[src/rtl/hyper_phy_scheduler.sv]
// Per-PHY round-robin arbiter that shares NUM_PHYS HyperBus PHYs among NUM_REQ requesters.
// Optional stall watchdog is compiled in with `define HYPER_SCHED_TIMEOUT_EN.
module hyper_phy_scheduler #(
   parameter int NUM_REQ        = 4,
   parameter int NUM_PHYS       = 2,
   parameter int GAP_CYCLES     = 4,
   parameter int TIMEOUT_CYCLES = 1024,
   localparam int REQ_W = ($clog2(NUM_REQ) > 1) ? $clog2(NUM_REQ) : 1,
   localparam int PHY_W = ($clog2(NUM_PHYS) > 1) ? $clog2(NUM_PHYS) : 1
) (
   input  logic                      clk_i,
   input  logic                      rst_i,
   input  logic [NUM_REQ-1:0]        req_valid_i,
   input  logic [NUM_REQ*PHY_W-1:0]  req_phy_i,
   input  logic [NUM_REQ-1:0]        req_last_i,
   output logic [NUM_REQ-1:0]        req_ready_o,
   output logic [NUM_PHYS-1:0]       phy_valid_o,
   input  logic [NUM_PHYS-1:0]       phy_ready_i,
   output logic [NUM_PHYS*REQ_W-1:0] phy_owner_o,
   output logic [NUM_PHYS-1:0]       phy_busy_o,
   output logic [NUM_PHYS-1:0]       timeout_o
);

   localparam int GCNT_W = (GAP_CYCLES > 1) ? $clog2(GAP_CYCLES + 1) : 1;

   typedef enum logic [1:0] {S_IDLE, S_OWNED, S_GAP} state_t;

   state_t            r_state     [NUM_PHYS];
   state_t            w_state_nxt [NUM_PHYS];
   logic [REQ_W-1:0]  r_owner     [NUM_PHYS];
   logic [REQ_W-1:0]  w_owner_nxt [NUM_PHYS];
   logic [REQ_W-1:0]  r_rr        [NUM_PHYS];
   logic [REQ_W-1:0]  w_rr_nxt    [NUM_PHYS];
   logic [GCNT_W-1:0] r_gap_cnt   [NUM_PHYS];
   logic [GCNT_W-1:0] w_gap_nxt   [NUM_PHYS];
`ifdef HYPER_SCHED_TIMEOUT_EN
   localparam int TO_W = $clog2(TIMEOUT_CYCLES + 1);
   logic [TO_W-1:0]   r_to_cnt    [NUM_PHYS];
   logic [TO_W-1:0]   w_to_nxt    [NUM_PHYS];
`endif

   always_ff @(posedge clk_i or posedge rst_i) begin
      if (rst_i) begin
         for (int p = 0; p < NUM_PHYS; p++) begin
            r_state[p]   <= S_IDLE;
            r_owner[p]   <= '0;
            r_rr[p]      <= REQ_W'(NUM_REQ - 1);
            r_gap_cnt[p] <= '0;
`ifdef HYPER_SCHED_TIMEOUT_EN
            r_to_cnt[p]  <= '0;
`endif
         end
      end else begin
         for (int p = 0; p < NUM_PHYS; p++) begin
            r_state[p]   <= w_state_nxt[p];
            r_owner[p]   <= w_owner_nxt[p];
            r_rr[p]      <= w_rr_nxt[p];
            r_gap_cnt[p] <= w_gap_nxt[p];
`ifdef HYPER_SCHED_TIMEOUT_EN
            r_to_cnt[p]  <= w_to_nxt[p];
`endif
         end
      end
   end

   always_comb begin
      logic [NUM_REQ-1:0] w_owned;
      logic [NUM_REQ-1:0] w_claim;
      logic [REQ_W-1:0]   w_own;
      logic [REQ_W-1:0]   w_cand;
      logic [REQ_W-1:0]   w_win;
      logic               w_found;
      logic               w_match;
      logic               w_hs;
      logic               w_release;
      req_ready_o = '0;
      phy_valid_o = '0;
      phy_busy_o  = '0;
      phy_owner_o = '0;
`ifdef HYPER_SCHED_TIMEOUT_EN
      timeout_o   = '0;
`else
      timeout_o   = {NUM_PHYS{TIMEOUT_CYCLES < 0}};
`endif
      w_owned   = '0;
      w_claim   = '0;
      w_own     = '0;
      w_cand    = '0;
      w_win     = '0;
      w_found   = 1'b0;
      w_match   = 1'b0;
      w_hs      = 1'b0;
      w_release = 1'b0;

      // A requester already holding a PHY is not a candidate anywhere else.
      for (int q = 0; q < NUM_PHYS; q++)
         if (r_state[q] == S_OWNED) w_owned[r_owner[q]] = 1'b1;

      for (int p = 0; p < NUM_PHYS; p++) begin
         w_state_nxt[p] = r_state[p];
         w_owner_nxt[p] = r_owner[p];
         w_rr_nxt[p]    = r_rr[p];
         w_gap_nxt[p]   = r_gap_cnt[p];
`ifdef HYPER_SCHED_TIMEOUT_EN
         w_to_nxt[p]    = r_to_cnt[p];
`endif
         phy_owner_o[p*REQ_W +: REQ_W] = r_owner[p];
         w_own     = r_owner[p];
         w_match   = (r_state[p] == S_OWNED) && req_valid_i[w_own] &&
                     (req_phy_i[int'(w_own)*PHY_W +: PHY_W] == PHY_W'(p));
         w_hs      = w_match && phy_ready_i[p];
         w_release = 1'b0;

         case (r_state[p])
            S_IDLE: begin
               w_found = 1'b0;
               w_win   = '0;
               for (int k = 1; k <= NUM_REQ; k++) begin
                  w_cand = REQ_W'((int'(r_rr[p]) + k) % NUM_REQ);
                  if (!w_found && req_valid_i[w_cand] && !w_owned[w_cand] &&
                      (req_phy_i[int'(w_cand)*PHY_W +: PHY_W] == PHY_W'(p))) begin
                     w_found = 1'b1;
                     w_win   = w_cand;
                  end
               end
               // Same winner on two PHYs: the lower PHY index keeps it, the other retries.
               if (w_found && !w_claim[w_win]) begin
                  w_claim[w_win] = 1'b1;
                  w_state_nxt[p] = S_OWNED;
                  w_owner_nxt[p] = w_win;
                  w_rr_nxt[p]    = w_win;
`ifdef HYPER_SCHED_TIMEOUT_EN
                  w_to_nxt[p]    = '0;
`endif
               end
            end
            S_OWNED: begin
               phy_busy_o[p]  = 1'b1;
               phy_valid_o[p] = w_match;
               if (w_hs) req_ready_o[w_own] = 1'b1;
               w_release = w_hs && req_last_i[w_own];
`ifdef HYPER_SCHED_TIMEOUT_EN
               if (w_hs) begin
                  w_to_nxt[p] = '0;
               end else if (r_to_cnt[p] == TO_W'(TIMEOUT_CYCLES - 1)) begin
                  timeout_o[p] = 1'b1;
                  w_to_nxt[p]  = '0;
                  w_release    = 1'b1;
               end else begin
                  w_to_nxt[p]  = r_to_cnt[p] + TO_W'(1);
               end
`endif
               if (w_release) begin
                  if (GAP_CYCLES == 0) begin
                     w_state_nxt[p] = S_IDLE;
                  end else begin
                     w_state_nxt[p] = S_GAP;
                     w_gap_nxt[p]   = GCNT_W'(GAP_CYCLES);
                  end
               end
            end
            S_GAP: begin
               phy_busy_o[p] = 1'b1;
               w_gap_nxt[p]  = r_gap_cnt[p] - GCNT_W'(1);
               if (r_gap_cnt[p] <= GCNT_W'(1)) w_state_nxt[p] = S_IDLE;
            end
            default: w_state_nxt[p] = S_IDLE;
         endcase
      end
   end

endmodule

[config.mk]
export PLATFORM = sky130hd
export DESIGN_NAME = hyper_phy_scheduler
export DESIGN_NICKNAME = d
export VERILOG_FILES = /design/src/rtl/hyper_phy_scheduler.sv
export SDC_FILE = /design/constraint.sdc
export NUM_CORES = 1
export LEC_CHECK = 0
export CAP_MARGIN = 20
export CORE_MARGIN = 2
export CORE_UTILIZATION = 44
export CTS_CLUSTER_DIAMETER = 100
export DETAILED_ROUTE_END_ITERATION = 10
export PLACE_DENSITY = 0.8
export SLEW_MARGIN = 20
export SYNTH_ARGS = -nofsm -noshare
export SYNTH_HDL_FRONTEND = slang
export SYNTH_SLANG_ARGS = --single-unit
[constraint.sdc]
create_clock -name clk_i -period 3 [get_ports clk_i]
set_clock_uncertainty 0.05 [all_clocks]
set_input_delay 0.6 -clock clk_i [delete_from_list [all_inputs] [get_ports clk_i]]
set_output_delay 0.6 -clock clk_i [all_outputs]
set_load 0.02 [all_outputs]
==> run summary <==
status: completed
hold path depth: 1
RSZ-0062 raised after global routing: false
GRT Overall Usage: 21.7%
vias: 1694
Crit. End Element: output port
Core Box Area: 0.00369 mm2
peak supply drop: 385 uV
vias per cell: 5.88
f_max: 370 MHz
Top FF cell, synth: dfrtp_1
area leader, netlist: dfrtp_1
Avg Cell Area, Syn: 8.71 um2
Inserted Clock Buffers: 3
chip height: 66.3 um
Top Ports: 30
CTS Root Cell: clkbuf_8
share of the synthesized area in the top cell type: 20.5%
Final Hold Viols: 0
Initial Utilization: 46.3%
Reg area: 455 um2
Wirelength per Cell: 15.1 um
WP data required: 2.35 ns
crit path cell chain: dlymetal6s2s_1, buf_4, and2b_1, mux4_2, and3_4, a22o_1, buf_6
clock-pin slew on the worst setup and hold paths: 0.07 ns
vias in the first global route: 1657
Mapped Cells: 196
area added between synthesis and finish: 30.8%
final setup fails: 0
Placed Instances: 283
first-pass GRT wire length: 7480 um
final routed DRC violation total: 0
critical path's top delay family: multiplexers
Post-synth ARST share: 100%
H-Tree Depth: 1
IO Port Bufs: 27
Nets: 268
Tcrit/Tclk final: 90.1%
area of the multi-input gates: 0.00117 mm2
grt total ovfl: 0
Critical Path Fanout Max: 3
worst reg2reg path depth: 8
die width: 66.3 um
Pre-Repair DR Iteration Count: 4
CTS hold repair buffers: 0
number of synthesized flops with an enable pin: 0
initial antenna violation count: 0
Skew-Pair Late Insertion Delay: 0.26 ns
fin crit period: 2.70 ns
clock sinks: 18
Seq/Total Area, Yosys: 26.7%
crit path launch type: primary input
fillers: 330
RePlAce Congestion: 0.894
post-route ant nets: 0
CP max-delay cell: mux4_2
Area contributors post-synth: dfrtp_1 (21%), ha_1 (8.1%), dfstp_2 (6.2%), mux4_2 (5.3%), inv_1 (4.0%)
Design Power: 2.16 mW
critical path type: primary input to output port
post-route insts no fill: 288
Yosys warnings: 0
Slew HR: 48.5%
worst-margin pin slew: 0.771 ns
largest net degree at the start of global routing: 19
DIE AREA: 0.00440 mm2
Clock Path Buffers: 2
TritonCTS clock tree: yes
number of distinct library cells after synthesis: 58
Worst Path Arrival: 2.05 ns
most frequent cells in the layout: buf_4 (20), inv_1 (18), nand2_1 (17)
Antenna Diode Count: 0
CP bufs+invs: 3
num rows: 22
#FFs+latches synth: 18
HPWL Detailed: 3360 um
max-slew violation count: 0
Leakage: 1.03 nW
PD cells: 966 mW/mm2
synthesized area: 0.00171 mm2
WL final: 4350 um
Max Cap Violations: 0
type of the tightest min-delay check: register to register
total stage count of the critical path: 7
layout cells sized above 1: 22.1%
DR iter-0 viols: 111
commonest non-fill, non-tap cell in the layout: buf_4
slowest stage delay, CP: 0.51 ns
==> worst reg2reg max path, delay by kind of cell, from the launching register on <==
kind,cells,cell delay [ns]
AO/OA/AOI/OAI,3,0.71
AND/OR/NAND/NOR,2,0.43
flip-flops,1,0.41
multiplexers,1,0.37
adder cells (fa/ha/maj),1,0.33
buffers and inverters,1,0.11
==> registers in the layout, indices dropped and copies added, names as in the netlist <==
signal	flops
r_gap_cnt	6
r_rr	4
r_state	4
phy_owner_o	4
==> synth_stat cells, types with 4 or more instances <==
library cell	number
a21oi_1	10
ha_1	11
nand2_1	18
dfstp_2	4
inv_1	18
mux2i_1	6
nor2b_1	5
dfrtp_1	14
nor3_1	4
buf_4	4
nand3_1	10
a31oi_1	4
o21ai_0	5
nand4_1	7
nor2_1	8
nand3b_1	4
mux4_2	4
==> worst paths after layout <==
| path | from | end | slack [ns] |
|---|---|---|---|
| max | req_valid_i[1] | req_ready_o[2] | 0.30 |
| min | r_gap_cnt[0] | r_gap_cnt[0] | 0.47 |
| max reg2reg | r_state[1] | r_rr[2] | 0.52 |
| min reg2reg | r_gap_cnt[0] | r_gap_cnt[0] | 0.47 |
| max in group asynchronous | rst_i | r_state[0] | 1.68 |
| min in group asynchronous | rst_i | phy_owner_o[0] | 0.73 |
==> routing by layer <==
| layer | up-vias | share of wire (%) | GRT usage (%) | wire, um |
|---|---|---|---|---|
| li1 | 811 | - | - | - |
| met2 | 59 | 47 | 34.6 | 2030 |
| met4 | 0 | 1.3 | 6.38 | 56 |
| met1 | 818 | 47 | 29.0 | 2030 |
| met5 | - | 0 | 0 | 0 |
| met3 | 6 | 5.4 | 5.28 | 237 |
==> logic make-up after synthesis <==
kind of cell / synth area share [%]
buffers and inverters: 7.18
AND/OR/NAND/NOR: 22.5
adder cells (fa/ha/maj): 8.06
flip-flops: 26.7
other: 0.220
multiplexers: 11.4
AO/OA/AOI/OAI: 24.0
==> what timing repair did <==
action,4_1_cts,5_1_grt
setup buffers,1,0
resized for setup,28,16
gates cloned,0,0
setup endpoints to repair,6,4
pin swaps,1,3
==> power by group <==
| part | internal [mW] | switching, mW |
|---|---|---|
| sequential | 0.372 | 0.117 |
| combinational | 0.637 | 0.821 |
| clock | 0.117 | 0.0925 |
==> stage by stage <==
stage / util [%] / setup slack [ns] / hold slack [ns] / setup TNS (ns) / cell area (um2)
after floorplan: - / 0.0191 / 0.406 / 0 / 1710
after global placement: 57.7 / -0.433 / 0.421 / -2.14 / 2130
after detailed placement: 57.7 / -0.466 / 0.449 / -2.24 / 2130
after CTS: 59.1 / -0.000366 / 0.464 / -0.000366 / 2180
after global routing: 60.5 / 0.250 / 0.493 / 0 / 2230
final: 60.5 / 0.298 / 0.468 / 0 / 2230
==> layout make-up <==
| cell class | count | share of cell area, % |
|---|---|---|
| clock buffers | 4 | 2.46 |
| multi-input cells | 151 | 52.4 |
| flip-flops and latches | 18 | 20.4 |
| inverters | 22 | 3.70 |
| repair buffers | 45 | 18.4 |
| well taps | 48 | 2.69 |
No activity file was read; power rests on OpenSTA's default activity.
